$ cat src/rtl/reg_arb_pkg.sv
// Shared types and constants for the register write arbiter.
// Optional feature macro used by the top: REG_ARB_HOST_LOCK_EN.
package reg_arb_pkg;

    // Arbiter FSM states; the encoding is visible on the DBG_STATE port.
    typedef enum logic [2:0] {
        ST_IDLE      = 3'd0,
        ST_WRITE     = 3'd1,
        ST_CHECK     = 3'd2,
        ST_RANGE_ERR = 3'd3,
        ST_RESP      = 3'd4
    } arb_state_e;

    // Requester that owns the current (or most recent) transaction.
    typedef enum logic {
        GRANT_A = 1'b0,
        GRANT_B = 1'b1
    } grant_e;

    // All-ones saturation value for the error counter.
    // Counters narrower than 32 bits take the low bits.
    localparam logic [31:0] ERR_CNT_SAT = 32'hFFFF_FFFF;

endpackage

$ cat src/rtl/reg_arb_sat_counter.sv
// Saturating event counter with synchronous clear.
// Clear and increment in the same cycle load 1, so the event is not lost.
module reg_arb_sat_counter
    import reg_arb_pkg::*;
#(
    parameter int P_W = 8
) (
    input  logic           clk_i,
    input  logic           rst_ni,
    input  logic           clr_i,
    input  logic           inc_i,
    output logic [P_W-1:0] cnt_o
);

    localparam logic [P_W-1:0] SAT = ERR_CNT_SAT[P_W-1:0];

    logic [P_W-1:0] cnt_q;
    logic [P_W-1:0] cnt_d;

    // Next count: clear has priority, but a same-cycle event still counts once.
    always_comb begin
        cnt_d = cnt_q;
        if (clr_i && inc_i) begin
            cnt_d = P_W'(1);
        end else if (clr_i) begin
            cnt_d = '0;
        end else if (inc_i && (cnt_q != SAT)) begin
            cnt_d = cnt_q + P_W'(1);
        end
    end

    // Count register.
    always_ff @(posedge clk_i or negedge rst_ni) begin
        if (!rst_ni) begin
            cnt_q <= '0;
        end else begin
            cnt_q <= cnt_d;
        end
    end

    assign cnt_o = cnt_q;

endmodule

$ cat src/rtl/reg_write_arbiter.sv
// Round-robin arbiter sharing one register-bank write port between the host
// bus (A) and the power sequencer (B). Each grant issues a single write strobe,
// checks the register's bounds alarm the following cycle, and answers the
// winner with a one-cycle ACK or ERR.
// Optional feature: define REG_ARB_HOST_LOCK_EN to add LOCK_A, which
// restricts grants to requester A while it is high.
//
// Handshake: a requester raises REQ_x with stable ADDR_x/DATA_x and holds it
// until it sees ACK_x or ERR_x; address and data are captured at grant, and
// the response is always delivered once granted, even if REQ_x drops early.
module reg_write_arbiter
    import reg_arb_pkg::*;
#(
    parameter int P_NUM_REGS = 8,
    parameter int P_ADDR_W   = 3,
    parameter int P_WIDTH    = 16,
    parameter int P_CNT_W    = 8
) (
    input  logic                  CLOCK,
    input  logic                  RESET_N,
    input  logic                  REQ_A,
    input  logic [P_ADDR_W-1:0]   ADDR_A,
    input  logic [P_WIDTH-1:0]    DATA_A,
    output logic                  ACK_A,
    output logic                  ERR_A,
    input  logic                  REQ_B,
    input  logic [P_ADDR_W-1:0]   ADDR_B,
    input  logic [P_WIDTH-1:0]    DATA_B,
    output logic                  ACK_B,
    output logic                  ERR_B,
    output logic [P_NUM_REGS-1:0] REG_SELECT,
    output logic                  REG_WRITE,
    output logic [P_WIDTH-1:0]    REG_DATA,
    input  logic [P_NUM_REGS-1:0] REG_ALARM,
    input  logic                  CLR_ERR,
    output logic [P_CNT_W-1:0]    ERR_COUNT,
    output logic                  BUSY,
`ifdef REG_ARB_HOST_LOCK_EN
    input  logic                  LOCK_A,
`endif
    output logic [2:0]            DBG_STATE
);

    localparam int IDX_W = (P_NUM_REGS > 1) ? $clog2(P_NUM_REGS) : 1;
    localparam logic [P_NUM_REGS-1:0] SEL_ONE = P_NUM_REGS'(1);

    arb_state_e           state_q, state_d;
    grant_e               last_grant_q, last_grant_d;
    logic [IDX_W-1:0]     addr_q, addr_d;
    logic [P_WIDTH-1:0]   data_q, data_d;
    logic                 err_flag_q, err_flag_d;

    logic                 req_b_eff;
    logic                 req_any;
    logic                 grant_b;
    logic [P_ADDR_W-1:0]  grant_addr;
    logic [P_WIDTH-1:0]   grant_data;
    logic                 grant_oob;

    // While the host holds the lock, B is invisible to arbitration.
`ifdef REG_ARB_HOST_LOCK_EN
    assign req_b_eff = REQ_B & ~LOCK_A;
`else
    assign req_b_eff = REQ_B;
`endif

    // Round-robin pick: B wins alone, or on contention when A had the last grant.
    assign req_any    = REQ_A | req_b_eff;
    assign grant_b    = req_b_eff & (~REQ_A | (last_grant_q == GRANT_A));
    assign grant_addr = grant_b ? ADDR_B : ADDR_A;
    assign grant_data = grant_b ? DATA_B : DATA_A;
    assign grant_oob  = 32'(grant_addr) >= 32'(P_NUM_REGS);

    // FSM next state and transaction capture.
    always_comb begin
        state_d      = state_q;
        last_grant_d = last_grant_q;
        addr_d       = addr_q;
        data_d       = data_q;
        err_flag_d   = err_flag_q;
        case (state_q)
            ST_IDLE: begin
                if (req_any) begin
                    last_grant_d = grant_b ? GRANT_B : GRANT_A;
                    addr_d       = grant_addr[IDX_W-1:0];
                    err_flag_d   = 1'b0;
                    if (grant_oob) begin
                        state_d = ST_RANGE_ERR;
                    end else begin
                        data_d  = grant_data;
                        state_d = ST_WRITE;
                    end
                end
            end
            ST_WRITE: begin
                state_d = ST_CHECK;
            end
            ST_CHECK: begin
                err_flag_d = REG_ALARM[addr_q];
                state_d    = ST_RESP;
            end
            ST_RANGE_ERR: begin
                err_flag_d = 1'b1;
                state_d    = ST_RESP;
            end
            ST_RESP: begin
                state_d = ST_IDLE;
            end
            default: begin
                state_d = ST_IDLE;
            end
        endcase
    end

    // State registers; reset drops any in-flight transaction.
    always_ff @(posedge CLOCK or negedge RESET_N) begin
        if (!RESET_N) begin
            state_q      <= ST_IDLE;
            last_grant_q <= GRANT_B;
            addr_q       <= '0;
            data_q       <= '0;
            err_flag_q   <= 1'b0;
        end else begin
            state_q      <= state_d;
            last_grant_q <= last_grant_d;
            addr_q       <= addr_d;
            data_q       <= data_d;
            err_flag_q   <= err_flag_d;
        end
    end

    // Outputs decoded from registered state.
    assign REG_WRITE  = (state_q == ST_WRITE);
    assign REG_SELECT = REG_WRITE ? (SEL_ONE << addr_q) : '0;
    assign REG_DATA   = data_q;
    assign BUSY       = (state_q != ST_IDLE);
    assign ACK_A      = (state_q == ST_RESP) && (last_grant_q == GRANT_A) && !err_flag_q;
    assign ERR_A      = (state_q == ST_RESP) && (last_grant_q == GRANT_A) &&  err_flag_q;
    assign ACK_B      = (state_q == ST_RESP) && (last_grant_q == GRANT_B) && !err_flag_q;
    assign ERR_B      = (state_q == ST_RESP) && (last_grant_q == GRANT_B) &&  err_flag_q;
    assign DBG_STATE  = state_q;

    reg_arb_sat_counter #(
        .P_W (P_CNT_W)
    ) u_err_cnt (
        .clk_i  (CLOCK),
        .rst_ni (RESET_N),
        .clr_i  (CLR_ERR),
        .inc_i  (ERR_A | ERR_B),
        .cnt_o  (ERR_COUNT)
    );

endmodule

$ cat config.mk
export PLATFORM = sky130hd
export DESIGN_NAME = reg_write_arbiter
export DESIGN_NICKNAME = d
export VERILOG_FILES = /design/src/rtl/reg_arb_pkg.sv /design/src/rtl/reg_arb_sat_counter.sv /design/src/rtl/reg_write_arbiter.sv
export SDC_FILE = /design/constraint.sdc
export NUM_CORES = 1
export LEC_CHECK = 0
export CAP_MARGIN = 5
export CORE_MARGIN = 4
export CORE_UTILIZATION = 30
export DETAILED_ROUTE_END_ITERATION = 8
export SYNTH_ARGS = -nofsm -noshare
export SYNTH_HDL_FRONTEND = slang
export SYNTH_SLANG_ARGS = --single-unit
$ cat constraint.sdc
create_clock -name CLOCK -period 3.5 [get_ports CLOCK]
set_input_delay 0.7 -clock CLOCK [delete_from_list [all_inputs] [get_ports CLOCK]]
set_output_delay 0.7 -clock CLOCK [all_outputs]
set_load 0.02 [all_outputs]
# ---- Word level (Yosys, flattened, before mapping)
# Index checks and enable logic that the tools add are counted.
dict set report word_totals {
  reg_bits 32
  input_bits 51
  word_cells 50
}
dict set report classes {
  n_reduce_logical 16
  n_mux 13
  order_cmp 1
  shift 1
  n_addsub 1
  n_eq_ne 6
  bitwise_logic 6
}
# cell n
set ops {}
lappend ops {{8-bit 2-to-1 mux} 4}
lappend ops {{16-bit 2-to-1 mux} 1}
lappend ops {{3-bit case mux with 3 select lines} 1}
lappend ops {{3-bit nonzero test} 3}
lappend ops {{8-bit by 1-bit adder with 8-bit output, second input constant} 1}
lappend ops {{1-bit logical AND} 8}
lappend ops {{8-bit != test, second input constant} 1}
lappend ops {{1-bit by 3-bit << shifter with 8-bit output, first input constant} 1}
lappend ops {{3-bit by 2-bit equality test with 1-bit output, second input constant} 2}
lappend ops {{3-bit 2-to-1 mux} 2}
lappend ops {{3-bit by 4-bit < comparator with 1-bit output, second input constant} 1}
lappend ops {{2-bit AND reduction} 2}
lappend ops {{1-bit binary-select mux with 3-bit select} 1}
lappend ops {{3-bit by 1-bit equality test with 1-bit output, second input constant} 1}
lappend ops {{3-bit equality test, second input constant} 1}
lappend ops {{3-bit logical NOT} 1}
lappend ops {{1-bit 2-to-1 mux} 3}
lappend ops {{1-bit OR} 3}
lappend ops {{1-bit case mux with 3 select lines} 1}
lappend ops {{2-bit != test, second input constant} 1}
lappend ops {{1-bit NOT} 2}
lappend ops {{2-bit OR reduction} 1}
lappend ops {{1-bit AND} 1}
lappend ops {{1-bit logical NOT} 1}

# ---- Logic depth before layout (Yosys ltp)
dict set report depth {
  ltp_word 8
  ltp_mapped 4
}

# ---- Hierarchy
# Synthesis repeated with hierarchy kept, for this count alone.
dict set report unflattened {
  hier_cells 154
  area_unflattened_um2 1884.3
}
# mod instances cells_per_inst area_each_um2 seq_area_each_um2
set by_module_without_submodules {}
lappend by_module_without_submodules {reg_write_arbiter 1 105 1410.1 601.8}
lappend by_module_without_submodules {reg_arb_sat_counter 1 49 474.2 200.2}

# ---- Least setup slack after synthesis
# Ideal clock, no wire load.
dict set report synth_path {
  path_kind {register to output}
  startpoint {register state_q[0] (netlist: DBG_STATE[0])}
  endpoint {output REG_SELECT[4]}
  path_stages_with_launch 4
  required_time_ns 2.800
  slack_ns 0.887
  arrival_ns 1.913
  cell_sequence {dfrtp_1 > nor3b_1 > nand2_1 > nor3_1}
}
dict set report synth_between {
  elab_chain_len 2
}
# element line_no
set synth_rtl {}
lappend synth_rtl {{from (decl)} reg_write_arbiter.sv:47} ;# arb_state_e state_q, state_d;
lappend synth_rtl {{from (signal assigned)} reg_write_arbiter.sv:124} ;# state_q <= state_d;
lappend synth_rtl {{3-bit by 1-bit equality test with 1-bit output} reg_write_arbiter.sv:133} ;# assign REG_WRITE = (state_q == ST_WRITE);
lappend synth_rtl {{net REG_WRITE} reg_write_arbiter.sv:32} ;# output logic REG_WRITE,
lappend synth_rtl {{8-bit 2-to-1 mux} reg_write_arbiter.sv:134} ;# assign REG_SELECT = REG_WRITE ? (SEL_ONE << addr_q) : '0;
lappend synth_rtl {{to (decl)} reg_write_arbiter.sv:31} ;# output logic [P_NUM_REGS-1:0] REG_SELECT,
# The timed path passes the listed nets, and every way through them passes these cells.

# ---- Worst setup path after layout
dict set report layout_path {
  startpoint {register state_q[2] (netlist: DBG_STATE[2])}
  endpoint {output REG_SELECT[4]}
}
dict set report layout_between {
  elab_chain_len 2
}
# element line_no
set layout_rtl {}
lappend layout_rtl {{3-bit by 1-bit equality test with 1-bit output} reg_write_arbiter.sv:133}
lappend layout_rtl {{8-bit 2-to-1 mux} reg_write_arbiter.sv:134}
# No other way between the ends.

==> results.py <==
metrics = {
    "drt": {
        "antenna_left": 0,
        "wl_um": 4680,
        "viasPerCell": 4.89,
        "drtIter0Drc": 29,
        "post_drt_wl_per_cell_um": 14.5,
        "vias": 1574,
        "drc": 0,
        "firstDrtPassIters": 4,
    },
    "critical_path": {
        "cp-endpoint": "REG_SELECT[4]",
        "crit_required_ns": 2.80,
        "cp_max_fo": 10,
        "startpoint": "DBG_STATE[2]",
        "cp_top_family": "simple AND/OR/NAND/NOR gates",
        "path_cells": "nor3b_1, nand2_1, nor3_1, clkdlybuf4s50_1",
        "r2r_end": "u_err_cnt.cnt_o[7]",
        "start_kind": "register",
        "critPathCaptureType": "output pin",
        "cp_num_buf_inv": 1,
        "slowest_delay_ns": 0.64,
        "r2r_slack_ns": 1.59,
        "cp_slowest_cell": "clkdlybuf4s50_1",
        "critPathKind": "register to output pin",
        "reg2reg_depth": 3,
        "arrival_ns": 2.12,
        "cp.depth": 4,
        "timing.rr.start": "DBG_STATE[0]",
    },
    "final_layout": {
        "final_cell_mix": "clkdlybuf4s50_1 (91), mux2_2 (40), dfrtp_1 (31)",
        "diodes": 0,
        "fin_nets": 301,
        "seqCellArea_um2": 802,
        "syn_to_final_growth_pct": 60.6,
        "multi_input_area_um2": 970,
        "layoutNonFillerInstCount": 322,
        "drive_gt1_share_pct": 22.8,
        "fillCellCount": 562,
        "final_common_cell": "clkdlybuf4s50_1",
    },
    "timing": {
        "setup_viol": 0,
        "max_freq_ghz": 0.355,
        "rsz0062_at_grt": "false",
        "worst-slew-pin-transition_ns": 0.400,
        "tns_ns": 0,
        "layout_min_cycle_time_ns": 2.82,
        "maxSlewViolCount": 0,
        "slew-limit-headroom_pct": 73.2,
        "worst_clock_skew_ns": 0.00552,
        "fin_crit_sh_pct": 80.4,
        "whs_ns": 0.507,
        "hold_viol": 0,
        "worst_slack_ns": 0.685,
    },
    "job": {
        "max-cap-violations": 0,
    },
    "clocking": {
        "post_cts_buffers": 0,
        "cts_tree": "built",
        "cts_buffer_depth": 2,
        "ctsHoldBuffers": 0,
        "cts-htree-levels": 2,
        "clock_latency_ns": 0.29,
        "cts_made_buffers": 5,
        "cts-root-buf": "clkbuf_8",
        "clk_pin_slew_ns": 0.07,
        "cts-resized-gates": 0,
        "clock_sinks": 32,
    },
    "grt": {
        "grt_usage_pct": 12.9,
        "grt_max_degree": 33,
        "grt_pass1_wl_um": 7620,
        "grt_overflow": 0,
        "antenna_found_initial": 0,
        "first_global_vias": 1608,
    },
    "floorplanning": {
        "die_h_um": 85.5,
        "coreArea_um2": 5680,
        "dieArea_um2": 7310,
        "fp-row-count": 27,
        "ioPinCount": 92,
        "start_util_pct": 31.8,
        "chipWidth_um": 85.5,
    },
    "synth": {
        "syn_area_per_cell_um2": 11.6,
        "synth_top_flop_cell": "dfrtp_1",
        "async_flop_share_pct": 100,
        "ys_ff_latch": 32,
        "yosysSeqAreaShare_pct": 44.5,
        "synth-edff-count": 0,
        "syn-num-nets": 207,
        "yosysUniqueCellTypes": 36,
        "syn_area_um2": 1800,
        "ys_warn_count": 0,
        "post_synth_inst_count": 155,
    },
    "placement": {
        "place_ws_ns": 0.980,
        "post-place-cells": 314,
        "routabilityCongestion": 0.779,
        "io_buffers": 91,
        "hpwl_um": 3530,
    },
    "worst_hold_path": {
        "worstHoldStart": "REG_DATA[2]",
        "hold_class": "register to register",
    },
    "power_and_ir_drop": {
        "power_density_nw_per_um2": 671,
        "peakVddDrop_v": 0.000323,
        "p_leak_nw": 1.13,
    },
    "status": {
        "status": "completed",
    },
}
## sequential cells by signal, summed over array words and instances, names as in the netlist
signal	count
last_grant_q	1
err_flag_q	1
u_err_cnt.cnt_o	8
DBG_STATE	3
addr_q	3
REG_DATA	16
## cell type report
class,instances,share of cell area [%]
sequential,32,27.7
clock buffer,5,2.38
clock inverter,3,0.821
inverter,2,0.259
timing repair buffer,94,32.2
multi-input combinational,114,33.5
tap,72,3.11
## how the worst min path moves through the flow
stage / slack [ns] / to / depth (start not counted)
3_5_place_dp: 0.49 / REG_DATA[14] / 1
6_report: 0.51 / REG_DATA[2] / 1
4_1_cts: 0.51 / REG_DATA[2] / 1
2_1_floorplan: 0.40 / DBG_STATE[0] / 0
5_1_grt: 0.52 / REG_DATA[5] / 1
3_3_place_gp: 0.49 / REG_DATA[5] / 1
## synth_stat cells, drive strengths merged (2+ instances only)
cell	instances	area (um^2)
nand2b	6	37.5
a211oi	3	22.5
mux2i	6	60.1
nor4	2	12.5
and4	3	26.3
dfrtp	31	776
a21oi	3	15.0
and3	3	18.8
nor2b	2	12.5
buf	5	25.0
nor2	10	37.5
nand3	4	20.0
nor3	6	30.0
clkbuf	2	7.51
mux2	40	450
nor4b	2	17.5
a41oi	2	17.5
inv	2	7.51
nor3b	2	15.0
nand2	5	18.8
## where the power goes
part           internal, mW  switching [mW]  total [mW]
combinational         0.563           0.432       0.995
sequential            0.519           0.137       0.657
clock                 0.141           0.152       0.293
## through the flow
step                area (um^2)  utilization [%]  power [mW]
CTS                        2900             51.0        1.98
global placement           2800             49.4        1.67
floorplan                  1800                -        1.22
global route               2900             51.0        2.07
finish                     2900             51.0        1.94
detailed placement         2800             49.4        1.68
## cell families after synthesis
kind of cell | synth area share [%]
AND/OR/NAND/NOR | 16.5
AO/OA/AOI/OAI | 6.52
multiplexers | 29.6
flip-flops | 44.5
adder cells (fa/ha/maj) | 0.694
buffers and inverters | 2.22
## layer usage
metal / part of all wire, % / GRT usage [%]
met1: 43 / 15.4
met5: 0 / 0
met3: 11 / 6.05
met4: 0.53 / 1.73
met2: 46 / 21.7
No activity file was read; power rests on OpenSTA's default activity.
